$ cat config.mk
export PLATFORM = sky130hd
export DESIGN_NAME = seg_scanner
export DESIGN_NICKNAME = d
export VERILOG_FILES = /design/src/rtl/seg_scanner.sv
export SDC_FILE = /design/constraint.sdc
export NUM_CORES = 1
export LEC_CHECK = 0
export CORE_ASPECT_RATIO = 1.1
export CORE_MARGIN = 2
export CORE_UTILIZATION = 35
export DETAILED_ROUTE_END_ITERATION = 16
export PLACE_DENSITY = 0.57
export SKIP_CTS_REPAIR_TIMING = 1
export SYNTH_ARGS = -nofsm -noshare
export SYNTH_HDL_FRONTEND = slang
export SYNTH_SLANG_ARGS = --single-unit
$ cat constraint.sdc
create_clock -name clk -period 3.9 [get_ports clk]
set_input_delay 0.78 -clock clk [delete_from_list [all_inputs] [get_ports clk]]
set_output_delay 0.78 -clock clk [all_outputs]
set_load 0.02 [all_outputs]
$ cat src/rtl/seg_scanner.sv
// -----------------------------------------------------------------------------
// seg_scanner
//
// Multiplexed 7-segment display scanner with double-buffered data, leading-zero
// blanking, per-slot dead time and PWM brightness control.
//
// Parameters
//   DIGITS     number of multiplexed digits (1..8)
//   DIV        clk cycles per digit slot (>= 2)
//   DUTY_BITS  brightness resolution in bits (1..8)
//
// Ports
//   clk         single clock, all state updates on its rising edge
//   rst         synchronous active-high reset
//   data_in     hex nibbles, nibble k drives digit k (digit 0 least significant)
//   dp_in       decimal-point request per digit, active-high
//   load        captures data_in/dp_in into the shadow register
//   blank_lz    enables leading-zero blanking (sampled live, not shadowed)
//   bright      brightness, 0 = dark, all-ones = fully on
//   anode       digit enables, active-low, registered
//   seg         segments {g,f,e,d,c,b,a}, active-low, registered
//   dp          decimal point, active-low, registered
//   frame_done  one-cycle pulse after each full scan
// -----------------------------------------------------------------------------
module seg_scanner #(
    parameter int unsigned DIGITS    = 4,
    parameter int unsigned DIV       = 100000,
    parameter int unsigned DUTY_BITS = 4
) (
    input  logic                   clk,
    input  logic                   rst,
    input  logic [4*DIGITS-1:0]    data_in,
    input  logic [DIGITS-1:0]      dp_in,
    input  logic                   load,
    input  logic                   blank_lz,
    input  logic [DUTY_BITS-1:0]   bright,
    output logic [DIGITS-1:0]      anode,
    output logic [6:0]             seg,
    output logic                   dp,
    output logic                   frame_done
);

    localparam int unsigned PW = $clog2(DIV);
    localparam int unsigned IW = (DIGITS > 1) ? $clog2(DIGITS) : 1;

    localparam logic [PW-1:0] PCNT_MAX = PW'(DIV - 1);
    localparam logic [IW-1:0] IDX_MAX  = IW'(DIGITS - 1);

    localparam logic [6:0] SEG_OFF = 7'b1111111;

    // -------------------------------------------------------------------------
    // State
    // -------------------------------------------------------------------------
    logic [PW-1:0]          pcnt_q, pcnt_d;
    logic [IW-1:0]          idx_q, idx_d;
    logic [DUTY_BITS-1:0]   pwm_q, pwm_d;

    logic [4*DIGITS-1:0]    shadow_data_q, shadow_data_d;
    logic [DIGITS-1:0]      shadow_dp_q, shadow_dp_d;
    logic [4*DIGITS-1:0]    disp_data_q, disp_data_d;
    logic [DIGITS-1:0]      disp_dp_q, disp_dp_d;

    logic [DIGITS-1:0]      anode_q, anode_d;
    logic [6:0]             seg_q, seg_d;
    logic                   dp_q, dp_d;
    logic                   frame_done_q, frame_done_d;

    // -------------------------------------------------------------------------
    // Hex to active-low segment decode, bit order {g,f,e,d,c,b,a}
    // -------------------------------------------------------------------------
    function automatic logic [6:0] hex_to_seg(input logic [3:0] nib);
        logic [6:0] s;
        unique case (nib)
            4'h0:    s = 7'b1000000;
            4'h1:    s = 7'b1111001;
            4'h2:    s = 7'b0100100;
            4'h3:    s = 7'b0110000;
            4'h4:    s = 7'b0011001;
            4'h5:    s = 7'b0010010;
            4'h6:    s = 7'b0000010;
            4'h7:    s = 7'b1111000;
            4'h8:    s = 7'b0000000;
            4'h9:    s = 7'b0010000;
            4'hA:    s = 7'b0001000;
            4'hB:    s = 7'b0000011;
            4'hC:    s = 7'b1000110;
            4'hD:    s = 7'b0100001;
            4'hE:    s = 7'b0000110;
            default: s = 7'b0001110;
        endcase
        return s;
    endfunction

    // -------------------------------------------------------------------------
    // Timebase: slot prescaler, digit index, PWM counter
    // -------------------------------------------------------------------------
    logic tick;
    logic frame_end;

    always_comb begin
        tick      = (pcnt_q == PCNT_MAX);
        frame_end = tick && (idx_q == IDX_MAX);

        pcnt_d = tick ? '0 : pcnt_q + PW'(1);

        idx_d = idx_q;
        if (tick) begin
            idx_d = (idx_q == IDX_MAX) ? '0 : idx_q + IW'(1);
        end

        pwm_d = pwm_q + DUTY_BITS'(1);
    end

    // -------------------------------------------------------------------------
    // Double buffer. The display copy happens only on the frame boundary so a
    // frame is never drawn from two different values. A load landing on the
    // boundary writes the shadow on the same edge the display reads it, so the
    // display gets the previous shadow and the new value waits one frame.
    // -------------------------------------------------------------------------
    always_comb begin
        shadow_data_d = shadow_data_q;
        shadow_dp_d   = shadow_dp_q;
        if (load) begin
            shadow_data_d = data_in;
            shadow_dp_d   = dp_in;
        end

        disp_data_d = disp_data_q;
        disp_dp_d   = disp_dp_q;
        if (frame_end) begin
            disp_data_d = shadow_data_q;
            disp_dp_d   = shadow_dp_q;
        end
    end

    // -------------------------------------------------------------------------
    // Leading-zero detection: upper_zero[k] is set when nibble k and every
    // more-significant nibble of the display register are zero.
    // -------------------------------------------------------------------------
    logic [DIGITS-1:0] upper_zero;

    always_comb begin
        upper_zero = '0;
        for (int k = DIGITS - 1; k >= 0; k--) begin
            if (k == DIGITS - 1) begin
                upper_zero[k] = (disp_data_q[4*k +: 4] == 4'h0);
            end else begin
                upper_zero[k] = (disp_data_q[4*k +: 4] == 4'h0) && upper_zero[k+1];
            end
        end
    end

    // -------------------------------------------------------------------------
    // Output stage. Everything is derived from the current pcnt/idx/pwm and
    // display state and registered, giving one cycle of latency.
    // -------------------------------------------------------------------------
    logic       slot_on;
    logic [3:0] cur_nib;
    logic       cur_dp;
    logic       cur_blank;

    always_comb begin
        // pcnt == 0 is the dead cycle between slots; all-ones bright bypasses
        // the compare so full brightness has no off cycles.
        slot_on = (pcnt_q != '0) &&
                  ((pwm_q < bright) || (bright == {DUTY_BITS{1'b1}}));

        cur_nib   = 4'h0;
        cur_dp    = 1'b0;
        cur_blank = 1'b0;
        anode_d   = '1;
        for (int k = 0; k < DIGITS; k++) begin
            if (idx_q == IW'(k)) begin
                cur_nib    = disp_data_q[4*k +: 4];
                cur_dp     = disp_dp_q[k];
                // Digit 0 always shows, so a zero value still reads "0".
                cur_blank  = blank_lz && (k != 0) && upper_zero[k];
                anode_d[k] = ~slot_on;
            end
        end

        seg_d        = cur_blank ? SEG_OFF : hex_to_seg(cur_nib);
        dp_d         = ~cur_dp;
        frame_done_d = frame_end;
    end

    // -------------------------------------------------------------------------
    // Registers
    // -------------------------------------------------------------------------
    always_ff @(posedge clk) begin
        if (rst) begin
            pcnt_q        <= '0;
            idx_q         <= '0;
            pwm_q         <= '0;
            shadow_data_q <= '0;
            shadow_dp_q   <= '0;
            disp_data_q   <= '0;
            disp_dp_q     <= '0;
            anode_q       <= '1;
            seg_q         <= SEG_OFF;
            dp_q          <= 1'b1;
            frame_done_q  <= 1'b0;
        end else begin
            pcnt_q        <= pcnt_d;
            idx_q         <= idx_d;
            pwm_q         <= pwm_d;
            shadow_data_q <= shadow_data_d;
            shadow_dp_q   <= shadow_dp_d;
            disp_data_q   <= disp_data_d;
            disp_dp_q     <= disp_dp_d;
            anode_q       <= anode_d;
            seg_q         <= seg_d;
            dp_q          <= dp_d;
            frame_done_q  <= frame_done_d;
        end
    end

    assign anode      = anode_q;
    assign seg        = seg_q;
    assign dp         = dp_q;
    assign frame_done = frame_done_q;

endmodule
# == Yosys cells after proc, flatten, opt, wreduce, memory -nomap -nowiden ==
# Memories as Yosys holds them, arrays and structs flattened. A register that Yosys moved wholly into a read port is not among the register bits.
# Cells that the tools add are included.
# totals
mem_count,1
romBits,112
out_inout_bits,13
ramBits,0
latchBits,0
in_bits,28
regBits,69
# mem_list
memory,words,width,read_ports,rd_clocked_by_memory_dff,wr,line_no,text
(no name shown),16,7,1,1,0,73,unique case (nib)
# classes
add_sub_neg,3
shifts,0
reduce_logical,19
mul,0
n_div,0
bitwise,6
n_lt_le_gt_ge,1
eq_ne,5
n_mux,12
# op_table
operator,count
$add A17 B1 Y17 const B,1
$eq A17 B17 Y1 const B,1
$reduce_bool A17 Y1,1
$mux W4,4
$logic_not A4 Y1,3
$reduce_or A2 Y1,6
$logic_and A1 B1 Y1,7
$mux W1,7
$not A1 Y1,6
$add A4 B1 Y4 const B,1
$eq A2 B2 Y1 const B,2
$eq A4 B4 Y1 const B,1
$lt A4 B4 Y1,1
$add A2 B1 Y2 const B,1
$eq A2 B1 Y1 const B,1
$logic_not A2 Y1,1
$mux W2,1
$logic_or A1 B1 Y1,1

# == Logic depth before layout (Yosys ltp) ==
# depth
depth_word,8
depth_mapped,11
mapped_depth_nobuf,11

# == Worst setup path before layout ==
# No wires, ideal clock.
# synth_path
path_kind,register -> register
start,register idx_q[0]
end,register seg_q[3] (netlist: seg[3])
path_stages_with_launch,11
path_buffers,0
required_ns,3.758
synth_period_minus_slack_ns,2.235
arrival_ns,2.093
slack_ns,1.665
path_cell_list,dfxtp_1 inv_1 ha_1 nor2b_1 a221oi_1 o31ai_1 inv_1 ha_1 nand2_1 o211ai_1 o211ai_1
# synth_between
elab_chain_cells,5
# synth_lines
element,line_no,text
start: declaration,55,"logic [IW-1:0] idx_q, idx_d;"
start signal: assignment,205,idx_q <= idx_d;
$eq A2 B1 Y1 / $logic_not A2 Y1 (equally long branches),173,if (idx_q == IW'(k)) begin
$mux W1 / $mux W4 (equally long branches) (3 in a row),173,
$reduce_or A2 Y1 (no source line) / $mux W4 (equally long branches),--,
end: declaration,64,"logic [6:0] seg_q, seg_d;"
# Several ways; a longest one is shown, not always the timed one.
# A chain may end at the register's enable or synchronous reset.

# == Worst setup path in the final report ==
# layout_path
start,register idx_q[1]
end,register seg_q[3] (netlist: seg[3])
# Same word-level chain as after synthesis.

==> out/metrics.csv <==
metric,value,unit
worst vdd ir,0.186,mV
Pwr per Cell Area,360,nW/um^2
sw power,334,uW
vias per inst,4.92,
Synth top area share,0.461,
RSZ-0062 raised after global routing,no,
Storage cell area,1520,sq um
syn avg cell area,9.94,sq um
type of the worst min-delay path,reg2reg,
Worst Tran Pin Value,593,ps
Worst-Skew Late Latency,350,ps
clock skew,12.0,ps
WL/cell,14.0,microns
Final Hold Viols,0,
yosys warns,0,
Iteration-0 DRC Markers,52,
Setup TNS Final,0,ps
die area,10200,sq um
Worst slew margin,0.605,
run status,"finished, final reports clean",
largest cells by area after synthesis,"dfxtp_1, mux2i_1, nor2_1",
max_cap viols,0,
data arrival time of the critical path,2790,ps
endpoints failing setup,0,
Gate power share,0.076,
CP Launch Type,flip-flop,
core outline area,9260,sq um
Netlist cell types,51,
RD Place Congestion,0.859,
Main synth FF type,dfxtp_1,
Chip Height,106,microns
vias in the first global route,2389,
register area share after synthesis,0.461,
# port buffers,40,
"non-filler cells, final",494,
first-pass GRT wire length,11500,microns
critical path data required time,4110,ps
Post-synth EDFFs,0,
hpwl dp,4800,microns
crit path time final,2580,ps
launching point of the worst reg2reg path,idx_q[1]$_SDFFE_PP0N_,
Area growth syn-to-layout,19.1,%
"count leader, synth",dfxtp_1,
Multi-input gate area,1630,sq um
Pint,1.08,mW
period utilisation layout,0.662,
Ant. Diodes,0,
r2r worst-path depth,8,
via count,2430,
Max Fclk,387,MHz
I/O Pins,41,
Critical Path End,seg[3]$_SDFF_PP1_,
Placed Cells incl. Taps,479,
Post-Syn Nets,376,
crit path max fanout,16,
Max clock buf depth,2,
CTS Root Cell,clkbuf_8,
Post-synth ARST share,0,
Mapped Cells,332,
H-tree levels,3,
DRT Wirelength,6940,microns
CTS tree,done,
Starting Density,0.356,
fillcell total,921,
Final nets,417,
global route overflow,0,
Seq pwr share,0.573,
Crit Reg-Reg Endpoint,seg[3]$_SDFF_PP1_,
Yosys top cell by area,dfxtp_1,
Die X-Extent,96.6,microns
crit path from,idx_q[1]$_SDFFE_PP0N_,
mapped cell area,3300,sq um
Clock power frac,0.351,
post-synthesis register bit count,76,
initial antenna violation count,0,
layout cell share with drive strength beyond 1,0.0743,
clock-pin slew on the worst setup and hold paths,70,ps
Final Max Slew Viols,0,
Leakage,1.54,nW
crit end category,flip-flop,
synth cell count leaders,"dfxtp_1, nor2_1, mux2i_1, nand2_1, a22o_1",
Final ANT Viol Nets,0,
Total GRT Usage,0.147,
Std-Cell Rows,37,
Sw Ratio,0.236,
DRT Pass-1 Iters,5,
CTS buffer count,9,
"reg-to-reg slack, setup",1320,ps
largest net degree at the start of global routing,32,
drt drc,0,
WS Path Type,reg2reg,
Sink Count,76,
cell usage in the layout (no fill, tap or decap), types with 2 or more instances in the layout:
cell / count
clkbuf_8: 9
inv_1: 15
mux2i_1: 23
o221ai_1: 4
clkbuf_1: 3
nor2b_1: 5
nor4_1: 4
buf_4: 4
clkinv_2: 3
clkdlybuf4s50_1: 40
xnor2_1: 11
o211ai_1: 4
and2_1: 2
nand2_1: 22
nand2b_1: 2
dfxtp_1: 76
a311oi_2: 2
a22o_1: 20
ha_1: 16
nand3b_1: 3
a21oi_1: 6
nand4_1: 4
nor2_1: 54
nand3_1: 6
nor3b_1: 4
xor2_1: 7
a311o_1: 2
nor3_1: 3
how the worst min path moves through the flow:
stage	cells after the start	to	slack, ps	start
after global routing	1	pwm_q[0]$_SDFF_PP0_	490	pwm_q[0]$_SDFF_PP0_
after floorplan	1	pwm_q[0]$_SDFF_PP0_	430	pwm_q[0]$_SDFF_PP0_
final	1	disp_data_q[7]$_SDFFE_PP0P_	460	shadow_data_q[7]$_SDFFE_PP0P_
after global placement	1	pcnt_q[0]$_SDFF_PP0_	450	pcnt_q[0]$_SDFF_PP0_
after detailed placement	1	disp_data_q[7]$_SDFFE_PP0P_	450	shadow_data_q[7]$_SDFFE_PP0P_
after CTS	1	disp_data_q[7]$_SDFFE_PP0P_	470	shadow_data_q[7]$_SDFFE_PP0P_
through the flow:
stage / instance area, sq um / total power [mW] / hold slack (ps) / setup WS [ps] / utilization
2_1_floorplan: 3300 / 0.888 / 425 / 1670 / -
3_3_place_gp: 3780 / 0.937 / 449 / 1240 / 0.408
3_5_place_dp: 3780 / 0.939 / 451 / 1180 / 0.408
4_1_cts: 3930 / 1.44 / 468 / 1290 / 0.424
5_1_grt: 3930 / 1.48 / 490 / 972 / 0.424
6_report: 3930 / 1.42 / 465 / 1320 / 0.424
routing by layer:
metal | global-route usage | vias to the layer above | routed length [microns]
met3 | 0.0315 | 12 | 221
met5 | 0 | - | 0
met4 | 0.0694 | 0 | 129
li1 | - | 1246 | -
met1 | 0.191 | 1137 | 3410
met2 | 0.229 | 35 | 3180
critical path, stage by stage, from the launching register on:
cell and delay [ps]:
dfxtp_1 370, ha_1 550, nor2_2 180, a221oi_2 540, inv_1 190, ha_1 350, nand2_1 60, o211ai_1 100
o211ai_1 110
power by group through the flow:
| stage | logic, mW | registers, mW | clock network (mW) |
|---|---|---|---|
| 6_report | 0.107 | 0.811 | 0.497 |
| 3_5_place_dp | 0.109 | 0.830 | 0 |
| 3_3_place_gp | 0.107 | 0.830 | 0 |
| 4_1_cts | 0.110 | 0.812 | 0.514 |
| 2_1_floorplan | 0.0563 | 0.831 | 0 |
| 5_1_grt | 0.118 | 0.813 | 0.547 |
flip-flops by register name, summed over array words and instances (netlist names):
| name | count |
|---|---|
| frame_done | 1 |
| anode | 4 |
| pwm_q | 4 |
| dp | 1 |
| disp_data_q | 16 |
| shadow_dp_q | 4 |
| shadow_data_q | 16 |
| disp_dp_q | 4 |
| idx_q | 2 |
| pcnt_q | 17 |
| seg | 7 |
cells by family after synthesis:
group	synth area share
AND/OR/NAND/NOR	0.188
flip-flops	0.461
AO/OA/AOI/OAI	0.126
buffers and inverters	0.0466
multiplexers	0.0697
XOR/XNOR	0.0478
adder cells (fa/ha/maj)	0.0607
area by class of cell:
cell class              count  share of cell area
repair buffers             44               0.110
well taps                 117              0.0372
clock buffers              12              0.0344
inverters                  15              0.0143
multi-input cells         227               0.414
flip-flops and latches     76               0.387
clock inverters             3             0.00382
(Power assumes the default switching activity.)
